===== src/rtl/dbus_arbiter.sv =====
// Two-master round-robin arbiter for the shared CPU data bus (dmem_* channels).
// Supports locked ownership for atomic sequences, with a burst limit that bounds starvation.
module dbus_arbiter #(
  parameter int AW        = 32,
  parameter int MAX_BURST = 8
) (
  input  logic          clk,
  input  logic          rst,
  input  logic          m0_req,
  input  logic          m0_we,
  input  logic          m0_lock,
  input  logic [AW-1:0] m0_addr,
  input  logic [31:0]   m0_wdata,
  input  logic [3:0]    m0_wstrb,
  output logic          m0_gnt,
  output logic          m0_rvalid,
  output logic [31:0]   m0_rdata,
  input  logic          m1_req,
  input  logic          m1_we,
  input  logic          m1_lock,
  input  logic [AW-1:0] m1_addr,
  input  logic [31:0]   m1_wdata,
  input  logic [3:0]    m1_wstrb,
  output logic          m1_gnt,
  output logic          m1_rvalid,
  output logic [31:0]   m1_rdata,
  output logic          dmem_wr,
  output logic [AW-1:0] dmem_waddr,
  output logic [31:0]   dmem_wdata,
  output logic [3:0]    dmem_wstrb,
  output logic          dmem_rd,
  output logic [AW-1:0] dmem_raddr,
  input  logic [31:0]   dmem_rdata,
  output logic          cpu_stall
);

  localparam logic [1:0] IDLE = 2'd0;
  localparam logic [1:0] OWN0 = 2'd1;
  localparam logic [1:0] OWN1 = 2'd2;
  localparam logic [7:0] BURST_LAST = 8'(MAX_BURST - 1);

  logic [1:0]    state, state_nxt;
  logic          last;
  logic [7:0]    burst_cnt, burst_nxt;
  logic          rd_pend, rd_id;
  logic          g0, g1, gnt_any, sel, sel_we, sel_lock, other_req, force_idle;
  logic [AW-1:0] sel_addr;

  // In IDLE a tie goes to the master that was not granted last.
  always_comb begin
    g0 = 1'b0;
    g1 = 1'b0;
    if (!rst) begin
      case (state)
        IDLE: begin
          if (m0_req && m1_req) begin
            g0 = last;
            g1 = ~last;
          end else begin
            g0 = m0_req;
            g1 = m1_req;
          end
        end
        OWN0:    g0 = m0_req;
        OWN1:    g1 = m1_req;
        default: ;
      endcase
    end
  end

  assign gnt_any    = g0 | g1;
  assign sel        = g1;
  assign sel_we     = sel ? m1_we   : m0_we;
  assign sel_lock   = sel ? m1_lock : m0_lock;
  assign sel_addr   = sel ? m1_addr : m0_addr;
  assign other_req  = sel ? m0_req  : m1_req;
  assign force_idle = gnt_any & other_req & (burst_cnt == BURST_LAST);

  always_comb begin
    state_nxt = state;
    burst_nxt = burst_cnt;
    if (gnt_any) begin
      state_nxt = (sel_lock && !force_idle) ? (sel ? OWN1 : OWN0) : IDLE;
      if (force_idle || !other_req)
        burst_nxt = 8'd0;
      else if (sel == last)
        burst_nxt = 8'(burst_cnt + 8'd1);
      else
        burst_nxt = 8'd1;
    end else if ((state == OWN0 && !m0_req && !m0_lock) ||
                 (state == OWN1 && !m1_req && !m1_lock)) begin
      state_nxt = IDLE;
    end
  end

  always_ff @(posedge clk) begin
    if (rst) begin
      state     <= IDLE;
      last      <= 1'b1;
      burst_cnt <= 8'd0;
      rd_pend   <= 1'b0;
      rd_id     <= 1'b0;
    end else begin
      state   <= state_nxt;
      rd_pend <= gnt_any & ~sel_we;
      rd_id   <= sel;
      if (gnt_any) begin
        last      <= sel;
        burst_cnt <= burst_nxt;
      end
    end
  end

  assign m0_gnt     = g0;
  assign m1_gnt     = g1;
  assign cpu_stall  = ~rst & m0_req & ~g0;

  assign dmem_wr    = gnt_any & sel_we;
  assign dmem_rd    = gnt_any & ~sel_we;
  assign dmem_waddr = dmem_wr ? sel_addr : '0;
  assign dmem_wdata = dmem_wr ? (sel ? m1_wdata : m0_wdata) : 32'd0;
  assign dmem_wstrb = dmem_wr ? (sel ? m1_wstrb : m0_wstrb) : 4'd0;
  assign dmem_raddr = dmem_rd ? sel_addr : '0;

  // Read data follows the grant by one cycle, matching the interconnect's registered mux.
  assign m0_rvalid  = ~rst & rd_pend & ~rd_id;
  assign m1_rvalid  = ~rst & rd_pend & rd_id;
  assign m0_rdata   = m0_rvalid ? dmem_rdata : 32'd0;
  assign m1_rdata   = m1_rvalid ? dmem_rdata : 32'd0;

endmodule


===== config.mk =====
export PLATFORM = sky130hd
export DESIGN_NAME = dbus_arbiter
export DESIGN_NICKNAME = d
export VERILOG_FILES = /design/src/rtl/dbus_arbiter.sv
export SDC_FILE = /design/constraint.sdc
export NUM_CORES = 1
export LEC_CHECK = 0
export ABC_AREA = 1
export BUFFER_PORTS_ARGS = -buffer_cell sky130_fd_sc_hd__buf_2
export CELL_PAD_IN_SITES_DETAIL_PLACEMENT = 1
export CELL_PAD_IN_SITES_GLOBAL_PLACEMENT = 1
export CORE_AREA = 5 5 133 135
export CTS_CLUSTER_SIZE = 16
export DETAILED_ROUTE_END_ITERATION = 6
export DIE_AREA = 0 0 138 140
export PLACE_DENSITY = 0.77
export SYNTH_ARGS = -nofsm -noshare
export SYNTH_HDL_FRONTEND = slang
export SYNTH_SLANG_ARGS = --single-unit
export TNS_END_PERCENT = 10

===== constraint.sdc =====
create_clock -name clk -period 2 [get_ports clk]
set_clock_uncertainty 0.1 [all_clocks]
set_input_delay 0.2 -clock clk [delete_from_list [all_inputs] [get_ports clk]]
set_output_delay 0.2 -clock clk [all_outputs]
set_load 0.05 [all_outputs]

# Word-level counts from Yosys, hierarchy flattened
# Index checks and enable logic that the tools add are counted.
# Widths: inputs -> output; s select.
[word_totals] regBits=13 wordCells=65 n_memories=0 ram_bits=0 output_inout_bits=171 latchBits=0 rom_bits=0
[op_classes] n_reduce_logical=16 n_eq_ne=4 n_lt_le_gt_ge=0 mux=24 n_addsub=1 div=0 n_bitwise=15 n_mul=0 shifts=0
[ops] op="$mux 32" count=7
[ops] op="$mux 8" count=2
[ops] op="$and 1x1->1" count=9
[ops] op="$add 8x1->8 const B" count=1
[ops] op="$eq 8x3->1 const B" count=1
[ops] op="$mux 2" count=4
[ops] op="$mux 4" count=2
[ops] op="$mux 1" count=7
[ops] op="$logic_and 1x1->1" count=6
[ops] op="$logic_not 1->1" count=6
[ops] op="$not 1->1" count=5
[ops] op="$pmux 1 s2" count=2
[ops] op="$eq 2x1->1 const B" count=1
[ops] op="$eq 2x2->1 const B" count=1
[ops] op="$logic_not 2->1" count=1
[ops] op="$logic_or 1x1->1" count=2
[ops] op="$reduce_bool 2->1" count=1
[ops] op="$eq 1x1->1" count=1
[ops] op="$or 1x1->1" count=1

# Depth between registers and ports, before layout
# Gate-level depths: netlist of run 1.
[logic_depth] depth_word=11 depth_mapped=10

# Worst setup path after synthesis of run 1
# OpenSTA, ideal clock, no wires.
[synth_path] path_type="input port to output port" startpoint="in rst" endpoint="out m1_rdata[10]" cell_stages=5 slack_ns=-0.976 arrival_time_ns=2.676 cell_sequence="clkbuf_1 > nor3_1 > inv_1 > buf_2 > nor2_1"
[synth_via] elab_chain_len=4
[synth_lines] item="start: declaration" line="8" rtl="input logic rst,"
[synth_lines] item="$not 1->1" line="127" rtl="assign m1_rvalid = ~rst & rd_pend & rd_id;"
[synth_lines] item="$and 1x1->1 (2 in series)" line="127"
[synth_lines] item="named net m1_rvalid" line="25" rtl="output logic m1_rvalid,"
[synth_lines] item="$mux 32" line="129" rtl="assign m1_rdata = m1_rvalid ? dmem_rdata : 32'd0;"
[synth_lines] item="end: declaration" line="26" rtl="output logic [31:0] m1_rdata,"
# The timed path passes the listed nets, and every way through them passes these cells.

# Worst setup path in the final report of run 1
[layout_path] startpoint="reg state[0]" endpoint="out dmem_wdata[0]"
[layout_via] elab_chain_len=6
[layout_lines] item="start: declaration" line="42" rtl="logic [1:0] state, state_nxt;"
[layout_lines] item="start signal: assignment" line="104" rtl="state <= state_nxt;"
[layout_lines] item="$eq 2x1->1, or another cell as far along" line="54" rtl="case (state)"
[layout_lines] item="$pmux 1 s2" line="54"
[layout_lines] item="$mux 1" line="53" rtl="if (!rst) begin"
[layout_lines] item="$or 1x1->1 / $mux 1 (equally long branches)" line="71, 73"
[layout_lines] item="$and 1x1->1" line="118" rtl="assign dmem_wr = gnt_any & sel_we;"
[layout_lines] item="$mux 32 (*)" line="121" rtl="assign dmem_wdata = dmem_wr ? (sel ? m1_wdata : m0_wdata) : 32'd0;"
[layout_lines] item="end: declaration" line="29" rtl="output logic [31:0] dmem_wdata,"
# Mark *: on every way between the ends. The rest lies on a longest branch, timed or not.

==> run summary, run 1 <==
status: complete, but fails checks
violated checks: negative setup slack
drt first pass iters: 4
Via density: 4.207
fraction of registers with async set/reset: 0%
Power per Cell Area: 375.6 mW/mm2
Total Power: 0.002190 W
sequential share of the synthesized area: 10.72%
CTS root buf: clkbuf_16
Final Hold Fails: 0
Synthesized Nets: 652
Worst Hold Slack: 0.1479 ns
final setup violation count: 90
top_reg_cell synth: dfxtp_1
core area: 0.01635 mm2
drt drc: 0
H-tree Lvls: 1
Cell Area, Synth: 0.002427 mm2
flops & latches, synth: 13
GRT overflow: 0
reg2reg end: burst_cnt[3]
Routed WL per cell: 17.55 um
vias after detailed routing: 4401
Final Max Slew Viols: 0
GRT Util Overall: 17.01%
R2R cell count: 10
Area Overhead vs Synth: 140.2%
r2r startpoint: state[0]
Rel. slew slack: 79.51%
Mapped Cells: 475
CTS tree: yes
Setup Crit Path Kind: reg -> out
antenna violations before repair: 7
Worst Tran Pin Value: 0.2987 ns
fin nets: 1000
total CTS buffers: 3
yosys warns: 0
Placed Cells: 1028
fraction of layout cells with a size suffix above 1: 60.83%
Setup crit end kind: output port
Die X: 138 um
Post-Route WL: 18.36 mm
Final period util: 106.3%
crit path capture: dmem_wdata[0]
Fmax achieved: 0.4705 GHz
minimum clock period: 2.126 ns
Routed Antenna Nets: 0
syn avg cell area: 5.110 um2
via count of the first global-routing pass: 4813
initial core utilization: 14.85%
final cell count without fillers: 1046
synth unique cells: 24
Die Ht: 140 um
Post-synth EDFFs: 0
Hold Path Class: in -> reg
clock sink count: 13
Placement Cell Area: 0.004791 mm2
Reg2Reg Setup Slack: 0.24 ns
Worst Setup SP: state[0]
clock insertion delay at the later pin of the skew report: 0.24 ns
post-DP HPWL: 14.16 mm
1st-iter DRT viols: 111
first-pass GRT wire length: 26.77 mm
number of max-cap violations: 0
Rows: 47
final instance area: 0.005829 mm2
RSZ-0062 raised after global routing: yes
CTS clock-pin slew for the worst setup and hold paths: 0.05 ns
die area: 0.01932 mm2
Peak VDD IR: 0.2164 mV
WP data required: 1.70 ns
static leakage: 3.238 nW
final worst slack: -0.1256 ns
most frequent cells in the layout: buf_2 (220), nand2_1 (92), nor2_1 (86)
WP data arrival: 1.83 ns
Worst Setup Start Kind: register
Core Util, Final: 35.66%
most common cell after layout, fill and taps aside: buf_2
clock tree buffer depth: 2
I/O Pins: 347
pin count of the biggest net entering global routing: 45
number of port buffers: 346
GPL Wtd Cong: 0.8256
CP Max Fanout: 15
==> state kept, by name, summed over array words and instances (netlist names) <==
signal / flops
rd_id: 1
rd_pend: 1
state: 2
last: 1
burst_cnt: 8
==> power by group <==
part | switching (W) | leakage (nW) | total (W) | internal (W)
logic | 0.000988 | 3.09 | 0.00153 | 0.000542
registers | 0.00000683 | 0.107 | 0.000275 | 0.000268
clock network | 0.000116 | 0.0382 | 0.000385 | 0.000270
total | 0.00111 | 3.24 | 0.00219 | 0.00108
==> cell usage after synthesis, types with 4 or more instances <==
| library cell | count | share of area [%] |
|---|---|---|
| nand3_1 | 14 | 2.9 |
| o21ai_0 | 5 | 1.0 |
| clkbuf_1 | 6 | 0.93 |
| a21oi_1 | 41 | 8.5 |
| buf_2 | 13 | 2.7 |
| buf_4 | 5 | 1.5 |
| buf_6 | 6 | 2.8 |
| inv_1 | 64 | 9.9 |
| nand2_1 | 97 | 15 |
| mux2i_1 | 32 | 13 |
| nor3_1 | 4 | 0.82 |
| nand4_1 | 4 | 1.0 |
| nor2_1 | 158 | 24 |
| dfxtp_1 | 13 | 11 |
==> area by class of cell <==
type,instances,area [um2]
fillers,2134,10520
repair buffers,373,2769
multi-input cells,366,2176
well taps,220,275.3
flip-flops and latches,13,266.5
inverters,66,254.0
clock buffers,4,78.83
diodes,4,10.01
==> kinds of logic (layout without fill, tap and decap cells) <==
group                    Yosys count  after routing  share of synthesized area (%)
adder cells (fa/ha/maj)            1              1                         0.5154
AND/OR/NAND/NOR                  282            282                          46.29
buffers and inverters             96            443                          18.14
flip-flops                        13             13                          10.72
XOR/XNOR                           2              2                         0.7218
multiplexers                      32             32                          13.20
AO/OA/AOI/OAI                     49             49                          10.41
other                              0              4                              0
==> worst min path at each step <==
stage                            start  cells past startpoint      endpoint
after CTS                      m1_lock                      3      state[1]
after global routing           m1_lock                      3      state[1]
final                          m1_lock                      3      state[1]
after floorplan                m1_lock                      2      state[1]
after global placement    burst_cnt[7]                      2  burst_cnt[7]
after detailed placement  burst_cnt[7]                      2  burst_cnt[7]
==> per-layer routing <==
layer / share of wire, % / GRT usage (%)
met5: 0 / 0
met4: 2.7 / 3.744
met3: 6.7 / 4.772
met2: 53 / 32.81
met1: 37 / 18.38
==> through the flow <==
stage          TNS [ns]  setup WS [ns]
2_1_floorplan    -9.118        -0.1799
3_3_place_gp          0       0.005215
3_5_place_dp   -0.08139       -0.05637
4_1_cts          -3.217        -0.1151
5_1_grt          -13.27        -0.1962
6_report         -4.039        -0.1256
==> worst max-delay path: stages (launching register included) <==
cell and delay [ns]:
dfxtp_2 0.33, nor2_4 0.12, nand3_4 0.17, o21ai_4 0.21, nand2_4 0.14, buf_12 0.18
a21oi_1 0.18, buf_4 0.24
==> what timing repair did <==
action,in CTS,in global routing
hold buffers,0,0
cloned,3,1
setup endpoints to repair,123,123
pin swaps,6,3
gates resized for setup,189,74
buffers inserted,6,1
No activity file was read; power rests on OpenSTA's default activity.
==> inputs of run 2 (changes only) <==
Settings changed: PLACE_DENSITY 0.77 to default, PLACE_DENSITY_LB_ADDON from default to 0.1.
==> run 2 against run 1 <==
Against the previous run: the run still ends with negative setup slack left; sequential power hardly changed; largest cell class unchanged; worst hold slack better by 0.0035 ns; sequential share of layout area is 0.36 points lower; non-clock buffer count is 14 higher; clock power is 1% lower; first-iteration DRC count is 45% lower; final area is 7.4% higher; die area stayed put; critical path depth is 3 higher.
==> run summary, run 2 (synthesized netlist as in run 1, its figures left out) <==
status: complete, but fails checks
violated checks: negative setup slack
CTS tree: yes
CTS clock-pin slew for the worst setup and hold paths: 0.04 ns (about the same)
Final Max Slew Viols: 0 (unchanged)
max reg flops: 8 (unchanged)
multi-input logic area: 0.002411 mm2 (+11%)
Top reg by flops: burst_cnt
Peak VDD IR: 0.2086 mV (-3.6%)
Die X: 138 um (unchanged)
via count of the first global-routing pass: 4964 (+3.1%)
met3 usage: 5.862% (+1.1 points)
WP data required: 1.70 ns (about the same)
Worst Tran Pin Value: 0.3323 ns (+0.03355 ns)
Area Overhead vs Synth: 157.9%
CP Max Fanout: 8 (-7)
Final Hold Fails: 0 (unchanged)
Routed Antenna Nets: 0 (unchanged)
Largest regs: burst_cnt (8), state (2)
met2 Use GR: 34.53% (+1.7 points)
hold_buf cts: 0 (unchanged)
Via density: 4.212 (+0.11%)
I/O Pins: 347 (unchanged)
number of port buffers: 346 (unchanged)
antenna violations before repair: 5 (-2)
final cell count without fillers: 1060 (+1.3%)
Power per Cell Area: 368.3 mW/mm2 (-1.9%)
Post-Route WL: 17.96 mm (-2.2%)
Rows: 47 (unchanged)
Hold Path Class: in -> reg
Placed Cells: 1043 (+1.5%)
most frequent cells in the layout: buf_2 (218), nand2_1 (94), nor2_2 (91)
first-pass GRT wire length: 27.05 mm (+1.1%)
total CTS buffers: 3 (unchanged)
final worst slack: -0.1009 ns (+0.02469 ns)
register area: 264.0 um2 (-0.94%)
clock insertion delay at the later pin of the skew report: 0.24 ns (about the same)
Worst Setup Start Kind: register
Rel. slew slack: 77.21% (-2.3 points)
gr busiest metal: met2
Fillers: 2084 (-2.3%)
setup TNS: -3.167 ns (+0.8725 ns)
final setup violation count: 78 (-13%)
initial core utilization: 14.85% (unchanged)
GPL Wtd Cong: 0.8318 (+0.75%)
core area: 0.01635 mm2 (unchanged)
RSZ-0062 raised after global routing: yes
drt first pass iters: 4 (unchanged)
Routed WL per cell: 16.94 um (-3.5%)
die area: 0.01932 mm2 (unchanged)
clock sink count: 13 (unchanged)
static leakage: 3.297 nW (+1.8%)
clock tree buffer depth: 2 (unchanged)
number of max-cap violations: 0 (unchanged)
Fmax achieved: 0.4760 GHz (+1.2%)
GRT overflow: 0 (unchanged)
fin nets: 1015 (+1.5%)
GRT Util Overall: 16.83% (-0.17 points)
1st-iter DRT viols: 61 (-45%)
pin count of the biggest net entering global routing: 35 (-22%)
vias after detailed routing: 4465 (+1.5%)
Die Ht: 140 um (unchanged)
most common cell after layout, fill and taps aside: buf_2
drt drc: 0 (unchanged)
Total Power: 0.002306 W (+5.3%)
CTS root buf: clkbuf_16
WP data arrival: 1.80 ns (-0.03 ns)
Final period util: 105.0% (-1.2 points)
Setup crit end kind: output port
fraction of layout cells with a size suffix above 1: 67.74% (+6.9 points)
Reg2Reg Setup Slack: 0.23 ns (about the same)
met1 usage: 16.14% (-2.2 points)
Setup Crit Path Kind: reg -> out
H-tree Lvls: 1 (unchanged)
Core Util, Final: 38.30% (+2.6 points)
minimum clock period: 2.101 ns (-0.02469 ns)
post-DP HPWL: 14.75 mm (+4.2%)
## run 2: path summary, 6_finish.rpt
kind | startpoint | to | cells after the start
worst max-delay path | state[0] | dmem_raddr[29] | 10
worst min-delay path | m1_lock | state[1] | 3
worst max register to register | state[0] | burst_cnt[0] | 10
worst min register to register | burst_cnt[7] | burst_cnt[7] | 2
## run 2: final cells by class
cell class	instances	area share [%]
antenna	3	0.1199
inverter	66	4.017
sequential	13	4.217
timing repair buffer	387	47.48
clock buffer	4	1.259
tap	220	4.396
multi-input combinational	367	38.51
## run 2: where the power goes
| group | internal, W | total [W] | switching [W] |
|---|---|---|---|
| Clock | 0.000269 | 0.000381 | 0.000112 |
| Sequential | 0.000269 | 0.000275 | 0.00000682 |
| Combinational | 0.000614 | 0.00165 | 0.00104 |
## run 2: worst max-delay path, stage by stage (launching register included)
cell and delay, ns:
dfxtp_2 0.33, nor2_4 0.12, nand3_4 0.12, buf_6 0.15, nand2_4 0.05, o21ai_4 0.08, inv_2 0.11, nand2_8 0.10
clkbuf_16 0.19, nor2_2 0.13, buf_6 0.17
## run 2: repair_timing
action | 4_1_cts | 5_1_grt
setup buffers | 2 | 3
cloned | 2 | 3
pin swaps | 5 | 5
gates resized for setup | 230 | 133
endpoints found under the setup margin | 102 | 128
## run 2: per-layer routing
metal,routed length (um),vias up
met5,32,-
met4,223,4
met3,1581,16
met2,10140,189
met1,5978,2078
li1,-,2178
## run 2: through the flow
step	area (um2)	worst slack, ns	hold WS, ns
2_1_floorplan	2676	-0.1799	0.2610
3_3_place_gp	4853	0.03828	0.3747
3_5_place_dp	4853	0.04098	0.3867
4_1_cts	5693	-0.07263	0.1503
5_1_grt	6261	-0.2091	0.1616
6_report	6261	-0.1009	0.1514
==> inputs of run 3 (changes only) <==
Settings changed: CTS_BUF_LIST from default to sky130_fd_sc_hd__clkbuf_16.
==> run 3 against run 2 <==
Against the previous run: the run still ends with negative setup slack left; worst hold slack unchanged; via count unchanged; die area unchanged; count of clock-buffer cells in the layout down 1; sequential power about the same; final area unchanged; clock power down 1%; wire length unchanged; core utilization unchanged; largest cell class unchanged; cell count unchanged; highest routed layer unchanged.
==> run summary, run 3 (synthesized netlist as in run 1, its figures left out) <==
status: complete, but fails checks
violated checks: negative setup slack
first-pass GRT wire length: 27.05 mm (unchanged)
core area: 0.01635 mm2 (unchanged)
H-tree Lvls: 1 (unchanged)
Peak VDD IR: 0.2086 mV (about the same)
vias after detailed routing: 4465 (unchanged)
WP data arrival: 1.80 ns (about the same)
most used cell, CP: buf_6
DRT met1 WL: 5.978 mm (unchanged)
Critical Path Max Stage Delay: 0.33 ns (about the same)
CTS tree: yes
Die X: 138 um (unchanged)
met3 routed WL: 1.581 mm (unchanged)
clock sink count: 13 (unchanged)
max reg flops: 8 (unchanged)
fraction of layout cells with a size suffix above 1: 67.74% (unchanged)
Worst Tran Pin Value: 0.3323 ns (unchanged)
total CTS buffers: 3 (unchanged)
Routed Antenna Nets: 0 (unchanged)
Fmax achieved: 0.4760 GHz (unchanged)
Rows: 47 (unchanged)
hold_buf cts: 0 (unchanged)
Via density: 4.212 (unchanged)
Die Ht: 140 um (unchanged)
Routed WL per cell: 16.94 um (unchanged)
clock insertion delay at the later pin of the skew report: 0.24 ns (about the same)
Worst Setup Start Kind: register
minimum clock period: 2.101 ns (unchanged)
Final Max Slew Viols: 0 (unchanged)
final setup violation count: 78 (unchanged)
most frequent cells in the layout: buf_2 (218), nand2_1 (94), nor2_2 (91)
CP Max Fanout: 8 (unchanged)
Post-Route WL: 17.96 mm (unchanged)
post-DP HPWL: 14.75 mm (unchanged)
Top reg by flops: burst_cnt
top layer in use: met5
clock tree buffer depth: 2 (unchanged)
antenna violations before repair: 5 (unchanged)
GRT Util Overall: 16.83% (unchanged)
initial core utilization: 14.85% (unchanged)
Setup crit end kind: output port
number of max-cap violations: 0 (unchanged)
Rel. slew slack: 77.21% (unchanged)
drt drc: 0 (unchanged)
multi-input logic area: 0.002411 mm2 (unchanged)
fin nets: 1015 (unchanged)
Hold Path Class: in -> reg
Power per Cell Area: 367.6 mW/mm2 (-0.21%)
drt first pass iters: 4 (unchanged)
Final Hold Fails: 0 (unchanged)
CTS clock-pin slew for the worst setup and hold paths: 0.04 ns (about the same)
Setup Crit Path Kind: reg -> out
CP Buf/Inv Count: 4 (unchanged)
Area Overhead vs Synth: 157.9% (unchanged)
Fillers: 2084 (unchanged)
1st-iter DRT viols: 61 (unchanged)
number of port buffers: 346 (unchanged)
die area: 0.01932 mm2 (unchanged)
most common cell after layout, fill and taps aside: buf_2
WL met2: 10.14 mm (unchanged)
critical path's top delay family: buffers and inverters
setup TNS: -3.167 ns (unchanged)
CP cell instances: nor2_4 -> nand3_4 -> buf_6 -> nand2_4 -> o21ai_4 -> inv_2 -> nand2_8 -> clkbuf_16 -> nor2_2 -> buf_6
pin count of the biggest net entering global routing: 35 (unchanged)
WP data required: 1.70 ns (about the same)
final worst slack: -0.1009 ns (unchanged)
Largest regs: burst_cnt (8), state (2)
GRT overflow: 0 (unchanged)
via count of the first global-routing pass: 4964 (unchanged)
worst slack at placement: 0.04098 ns (unchanged)
slowest CP cell: dfxtp_2
RSZ-0062 raised after global routing: yes
I/O Pins: 347 (unchanged)
Final period util: 105.0% (unchanged)
CTS root buf: clkbuf_16
GPL Wtd Cong: 0.8318 (unchanged)
register area: 264.0 um2 (unchanged)
static leakage: 3.301 nW (+0.13%)
-- run 3: path summary, 6_finish.rpt --
check                        end  slack [ns]    startpoint  cells after the start
hold reg to reg     burst_cnt[7]        0.39  burst_cnt[7]                      2
setup reg to reg    burst_cnt[0]        0.23      state[0]                     10
setup / recovery  dmem_raddr[29]       -0.10      state[0]                     10
hold / removal          state[1]        0.15       m1_lock                      3
-- run 3: metrics by stage --
stage	total power [W]	cell area, um2	instances	hold slack, ns	utilization, %
after global placement	0.001564	4853	1043	0.3747	29.69
final	0.002301	6261	1060	0.1514	38.30
after global routing	0.002434	6261	1060	0.1616	38.30
after detailed placement	0.001577	4853	1043	0.3867	29.69
after CTS	0.002179	5693	1051	0.1503	34.82
after floorplan	0.001121	2676	475	0.2610	-
-- run 3: area by class of cell --
type | count | area share (%)
antenna | 3 | 0.1199
multi-input combinational | 367 | 38.51
sequential | 13 | 4.217
clock inverter | 1 | 0.05995
clock buffer | 3 | 1.199
timing repair buffer | 387 | 47.48
inverter | 66 | 4.017
tap | 220 | 4.396
-- run 3: where the power goes --
group          switching [W]  leakage (nW)  internal [W]  total [W]
clock network       0.000112        0.0423      0.000264   0.000376
logic                0.00104          3.15      0.000614    0.00165
registers         0.00000682         0.106      0.000269   0.000275
-- run 3: what timing repair did --
item / in CTS / in global routing
endpoints found under the hold margin: 0 / 0
pin swaps: 5 / 5
resized for setup: 230 / 133
cloned: 2 / 3
endpoints found under the setup margin: 102 / 128
buffers inserted: 2 / 3
-- run 3: worst register-to-register path, delay by kind of cell, from the launching register on --
kind	cells	cell delay, ns
simple gates	7	0.75
flops	1	0.33
buf+inv	3	0.50
-- run 3: layer usage --
layer  global-route usage (%)  vias up
met3                    5.862       16
met1                    16.14     2078
met2                    34.53      189
met4                    3.016        4
li1                         -     2178
met5                        0        -
